$ cat src/rtl/gol_cell_mem_arbiter.sv
`default_nettype none
// ============================================================================
// gol_cell_mem_arbiter : display-priority arbiter and front/back bank swapper
//                        for the double-banked Game of Life cell RAM
// Rev 1.0
// ============================================================================
module gol_cell_mem_arbiter #(
  parameter int ADDR_W = 13,
  parameter int DATA_W = 1
) (
  input  logic              clk,
  input  logic              rst,
  input  logic              in_blank,
  input  logic              disp_req,
  input  logic [ADDR_W-1:0] disp_addr,
  output logic [DATA_W-1:0] disp_rdata,
  output logic              disp_rvalid,
  input  logic              eng_req,
  input  logic              eng_we,
  input  logic              eng_bank,
  input  logic [ADDR_W-1:0] eng_addr,
  input  logic [DATA_W-1:0] eng_wdata,
  output logic              eng_gnt,
  output logic [DATA_W-1:0] eng_rdata,
  output logic              eng_rvalid,
  input  logic              gen_done,
  output logic              swap_ack,
  output logic              swap_pending,
  output logic              bank_sel,
  output logic [15:0]       gen_cnt,
  output logic              eng_wr_err,
  output logic              mem_en,
  output logic              mem_we,
  output logic [ADDR_W:0]   mem_addr,
  output logic [DATA_W-1:0] mem_wdata,
  input  logic [DATA_W-1:0] mem_rdata
);

  typedef enum logic [0:0] {
    ST_RUN  = 1'b0,
    ST_PEND = 1'b1
  } state_t;

  state_t      state_q, state_d;
  logic        bank_sel_q, bank_sel_d;
  logic [15:0] gen_cnt_q, gen_cnt_d;
  logic        eng_wr_err_q, eng_wr_err_d;
  logic        blank_q, blank_d;
  logic        swap_ack_q, swap_ack_d;
  logic [1:0]  tag_q, tag_d;
  logic        blank_rise;
  logic        do_swap;
  logic        front_wr;
  logic        rd_issue;

  always_comb begin
    eng_gnt   = 1'b0;
    mem_en    = 1'b0;
    mem_we    = 1'b0;
    mem_addr  = '0;
    mem_wdata = eng_wdata;
    front_wr  = 1'b0;
    if (!rst) begin
      if (disp_req) begin
        mem_en   = 1'b1;
        mem_addr = {bank_sel_q, disp_addr};
      end else if (eng_req) begin
        eng_gnt  = 1'b1;
        mem_addr = {bank_sel_q ^ eng_bank, eng_addr};
        // Front-bank writes are acknowledged so the engine never stalls, but dropped.
        if (eng_we && !eng_bank) begin
          front_wr = 1'b1;
        end else begin
          mem_en = 1'b1;
          mem_we = eng_we;
        end
      end
    end
  end

  always_comb begin
    blank_rise   = in_blank & ~blank_q;
    blank_d      = in_blank;
    rd_issue     = mem_en & ~mem_we;
    tag_d        = {rd_issue & disp_req, rd_issue & ~disp_req};
    eng_wr_err_d = eng_wr_err_q | front_wr;
    state_d      = state_q;
    do_swap      = 1'b0;
    case (state_q)
      ST_RUN: begin
        if (gen_done) begin
          if (blank_rise) do_swap = 1'b1;
          else            state_d = ST_PEND;
        end
      end
      ST_PEND: begin
        if (blank_rise) begin
          do_swap = 1'b1;
          state_d = ST_RUN;
        end
      end
      default: state_d = ST_RUN;
    endcase
    bank_sel_d = do_swap ? ~bank_sel_q : bank_sel_q;
    gen_cnt_d  = do_swap ? gen_cnt_q + 16'd1 : gen_cnt_q;
    swap_ack_d = do_swap;
  end

  always_ff @(posedge clk) begin
    if (rst) begin
      state_q      <= ST_RUN;
      bank_sel_q   <= 1'b0;
      gen_cnt_q    <= 16'd0;
      eng_wr_err_q <= 1'b0;
      blank_q      <= 1'b0;
      swap_ack_q   <= 1'b0;
      tag_q        <= 2'b00;
    end else begin
      state_q      <= state_d;
      bank_sel_q   <= bank_sel_d;
      gen_cnt_q    <= gen_cnt_d;
      eng_wr_err_q <= eng_wr_err_d;
      blank_q      <= blank_d;
      swap_ack_q   <= swap_ack_d;
      tag_q        <= tag_d;
    end
  end

  // Masking with rst drops a read that was issued just before reset.
  assign disp_rvalid  = tag_q[1] & ~rst;
  assign eng_rvalid   = tag_q[0] & ~rst;
  assign disp_rdata   = mem_rdata;
  assign eng_rdata    = mem_rdata;
  assign swap_ack     = swap_ack_q;
  assign swap_pending = (state_q == ST_PEND);
  assign bank_sel     = bank_sel_q;
  assign gen_cnt      = gen_cnt_q;
  assign eng_wr_err   = eng_wr_err_q;

endmodule

`default_nettype wire

$ cat config.mk
export PLATFORM = sky130hd
export DESIGN_NAME = gol_cell_mem_arbiter
export DESIGN_NICKNAME = d
export VERILOG_FILES = /design/src/rtl/gol_cell_mem_arbiter.sv
export SDC_FILE = /design/constraint.sdc
export NUM_CORES = 1
export LEC_CHECK = 0
export BUFFER_PORTS_ARGS = -buffer_cell sky130_fd_sc_hd__buf_2
export CAP_MARGIN = 20
export CORE_AREA = 2 2 79 43
export CTS_BUF_LIST = sky130_fd_sc_hd__clkbuf_8 sky130_fd_sc_hd__clkbuf_16
export DETAILED_ROUTE_END_ITERATION = 8
export DIE_AREA = 0 0 81 45
export PLACE_DENSITY = 0.85
export SLEW_MARGIN = 20
export SYNTH_ARGS = -nofsm -noshare
export SYNTH_HDL_FRONTEND = slang
export SYNTH_SLANG_ARGS = --single-unit
$ cat constraint.sdc
create_clock -name clk -period 2.3 [get_ports clk]
set_input_delay 0.23 -clock clk [delete_from_list [all_inputs] [get_ports clk]]
set_output_delay 0.23 -clock clk [all_outputs]
set_load 0.02 [all_outputs]
==> results.py <==
metrics = {
    "route": {
        "top_layer": "met4",
        "routedWlPerCell_um": 12.1,
        "vias": 1253,
        "wl_met3_um": 223,
        "drcViolationCount": 0,
        "wl_mm": 2.95,
        "met1_length_mm": 1.13,
        "via_per_inst": 5.16,
        "wl_met2_mm": 1.58,
        "firstDrtPassIters": 4,
        "postRouteAntennaNets": 0,
        "drtIter0Drc": 96,
    },
    "critical_path": {
        "cp.required_ps": 2070,
        "critPathCaptureType": "primary output",
        "start_kind": "input pin",
        "critPathMaxFanout": 29,
        "critPathArrivalTime_ps": 1630,
        "crit_type": "in2out",
    },
    "power_and_ir_drop": {
        "clkPwrFrac_pct": 30.4,
        "intPower_uw": 588,
        "swShare_pct": 26.7,
        "power_uw": 802,
        "power.switching_uw": 215,
        "comb_power_share_pct": 18.1,
        "p_leak_nw": 0.760,
        "pwr-share-seq_pct": 51.4,
        "max-vdd-ir-drop_v": 0.000263,
        "powerDensity_nw_per_um2": 504,
    },
    "final_layout": {
        "fin_util_pct": 54.7,
        "diodes": 0,
        "fill_cells": 287,
        "multi_input_comb_area_sq_um": 657,
        "nets": 241,
        "drive_gt1_share_pct": 40.4,
        "syn2layout_area_growth_pct": 34.9,
        "seq_area_sq_um": 460,
        "stdcell_count": 243,
    },
    "logic_synthesis": {
        "synthDistinctLibCells": 33,
        "syn_area_sq_um": 1180,
        "yosys_warnings": 0,
        "synth_most_common_cell": "dfxtp_1",
        "syn_area_per_cell_sq_um": 8.68,
        "synth_edf_count": 0,
        "ys.flop_type": "dfxtp_1",
        "ys_async_sr_fraction_pct": 0,
        "syn_nets": 173,
        "ys_ff_latch": 23,
        "yosysTopAreaCell": "dfxtp_1",
        "synth_cells": 136,
        "ys_seq_area_share_pct": 39.0,
        "yosysTopAreaCellShare_pct": 39.0,
        "yosys-top-cells-area": "dfxtp_1, a22o_1, nor2_1, nor2b_1, a21oi_1",
        "synthTopCellsByCount": "dfxtp_1, nor2_1, a22o_1, a21oi_1, nor2b_1",
    },
    "global_route": {
        "grt_pass1_vias": 1145,
        "grt-ovfl-total": 0,
        "grt_max_degree": 30,
        "grt_antenna_before_repair": 0,
        "grt_use_total_pct": 16.6,
        "grt_pass1_wl_mm": 4.74,
    },
    "sta": {
        "worst_clock_skew_ps": 2.37,
        "finalSetupTns_ps": 0,
        "rsz0062_at_grt": "no",
        "period_share_pct": 81.0,
        "period_minus_slack_ps": 1860,
        "slew_violations": 0,
        "layout_setup_ws_ps": 436,
        "max_freq_mhz": 537,
        "setup_violations": 0,
        "tightest_slew_ps": 861,
        "finalHoldViolCount": 0,
        "maxSlewHeadroom_pct": 42.5,
    },
    "clock_tree": {
        "numCtsBuffers": 3,
        "cts_resized": 0,
        "clk_pin_slew_ps": 80,
        "hold_buffers": 0,
        "htreeDepth": 1,
        "cts_tree": "done",
        "clk_latency_ps": 260,
        "clock_sinks": 23,
        "clockBufferDepth": 2,
        "cts_root_buf": "clkbuf_8",
        "postCtsSetupRepairBufs": 0,
    },
    "floorplanning": {
        "die_area_sq_um": 3650,
        "die_y_um": 45,
        "core-area_sq_um": 2910,
        "rows": 14,
        "pin_count": 78,
        "die_w_um": 81,
        "initial_utilization_pct": 40.6,
    },
    "placed_design": {
        "hpwl_mm": 2.31,
        "dpl_worst_slack_ps": 436,
        "globalplace.congestion": 0.853,
        "io_buffers": 72,
        "dp_cells": 239,
    },
    "outcome": {
        "outcome": "finished clean",
    },
    "flow_run": {
        "maxCapViolCount": 0,
    },
    "hold_path": {
        "hold_path_class": "in2reg",
    },
}
==> final cells by class <==
cell class / count / share of cell area (%)
inverter: 3 / 0.708
clock inverter: 1 / 0.236
clock buffer: 3 / 2.59
sequential: 23 / 28.9
tap: 40 / 3.14
multi-input combinational: 100 / 41.3
timing repair buffer: 73 / 23.1
==> worst paths after layout <==
kind | start | to | slack [ps] | depth (start not counted)
worst max-delay path | rst | mem_addr[12] | 440 | 4
worst min-delay path | eng_we | tag_q[0] | 160 | 2
worst max register to register | gen_cnt[3] | gen_cnt[15] | 460 | 4
worst min register to register | gen_cnt[11] | gen_cnt[11] | 500 | 2
==> registers in the layout, indices dropped and copies added, names as in the netlist <==
signal / count
bank_sel: 1
blank_q: 1
eng_wr_err: 1
gen_cnt: 16
swap_ack: 1
swap_pending: 1
tag_q: 2
==> critical path, stage by stage <==
cell	delay [ps]
buf_2	260
nor2b_1	730
a22o_1	240
buf_2	170
==> stage by stage <==
| stage | hold slack [ps] | cell area [sq um] |
|---|---|---|
| floorplan | 302 | 1180 |
| global placement | 436 | 1550 |
| detailed placement | 441 | 1550 |
| CTS | 157 | 1590 |
| global route | 153 | 1590 |
| finish | 161 | 1590 |
==> kinds of logic (layout without fill, tap and decap cells) <==
| logic type | count (synthesis) | after routing | share of synthesized area [%] |
|---|---|---|---|
| adders and majority gates | 1 | 1 | 1.06 |
| DFF | 23 | 23 | 39.0 |
| muxes | 2 | 2 | 1.91 |
| and+or+nand+nor | 58 | 58 | 28.3 |
| buffers and inverters | 13 | 80 | 5.30 |
| xor gates and xnor gates | 8 | 8 | 5.94 |
| AOI/OAI and AO/OA | 31 | 31 | 18.5 |
==> power by group through the flow <==
stage,clock (mW),combinational (mW),sequential [mW]
2_1_floorplan,0,0.0831,0.430
3_3_place_gp,0,0.142,0.422
3_5_place_dp,0,0.146,0.422
4_1_cts,0.253,0.147,0.413
5_1_grt,0.264,0.157,0.414
6_report,0.244,0.145,0.413
==> layout by cell type (no fill, tap or decap), types with 2 or more instances in the layout <==
cell type / count
nand2_1: 5
or3_1: 2
a22o_1: 13
mux2_2: 2
xnor2_1: 4
nor2b_1: 8
and3_1: 2
buf_2: 72
nor3_1: 2
nand4_1: 3
o21ai_0: 3
inv_1: 4
clkbuf_8: 3
a21oi_1: 9
nand3_1: 6
nor2_1: 14
nor4_1: 3
xor2_1: 4
dfxtp_1: 23
o31ai_1: 5
or4_1: 5
==> layer usage <==
layer | vias to the layer above | global-route usage, %
li1 | 628 | -
met1 | 577 | 18.6
met2 | 44 | 32.1
met3 | 4 | 4.80
met4 | 0 | 3.73
met5 | - | 0
No activity file was read; power rests on OpenSTA's default activity.
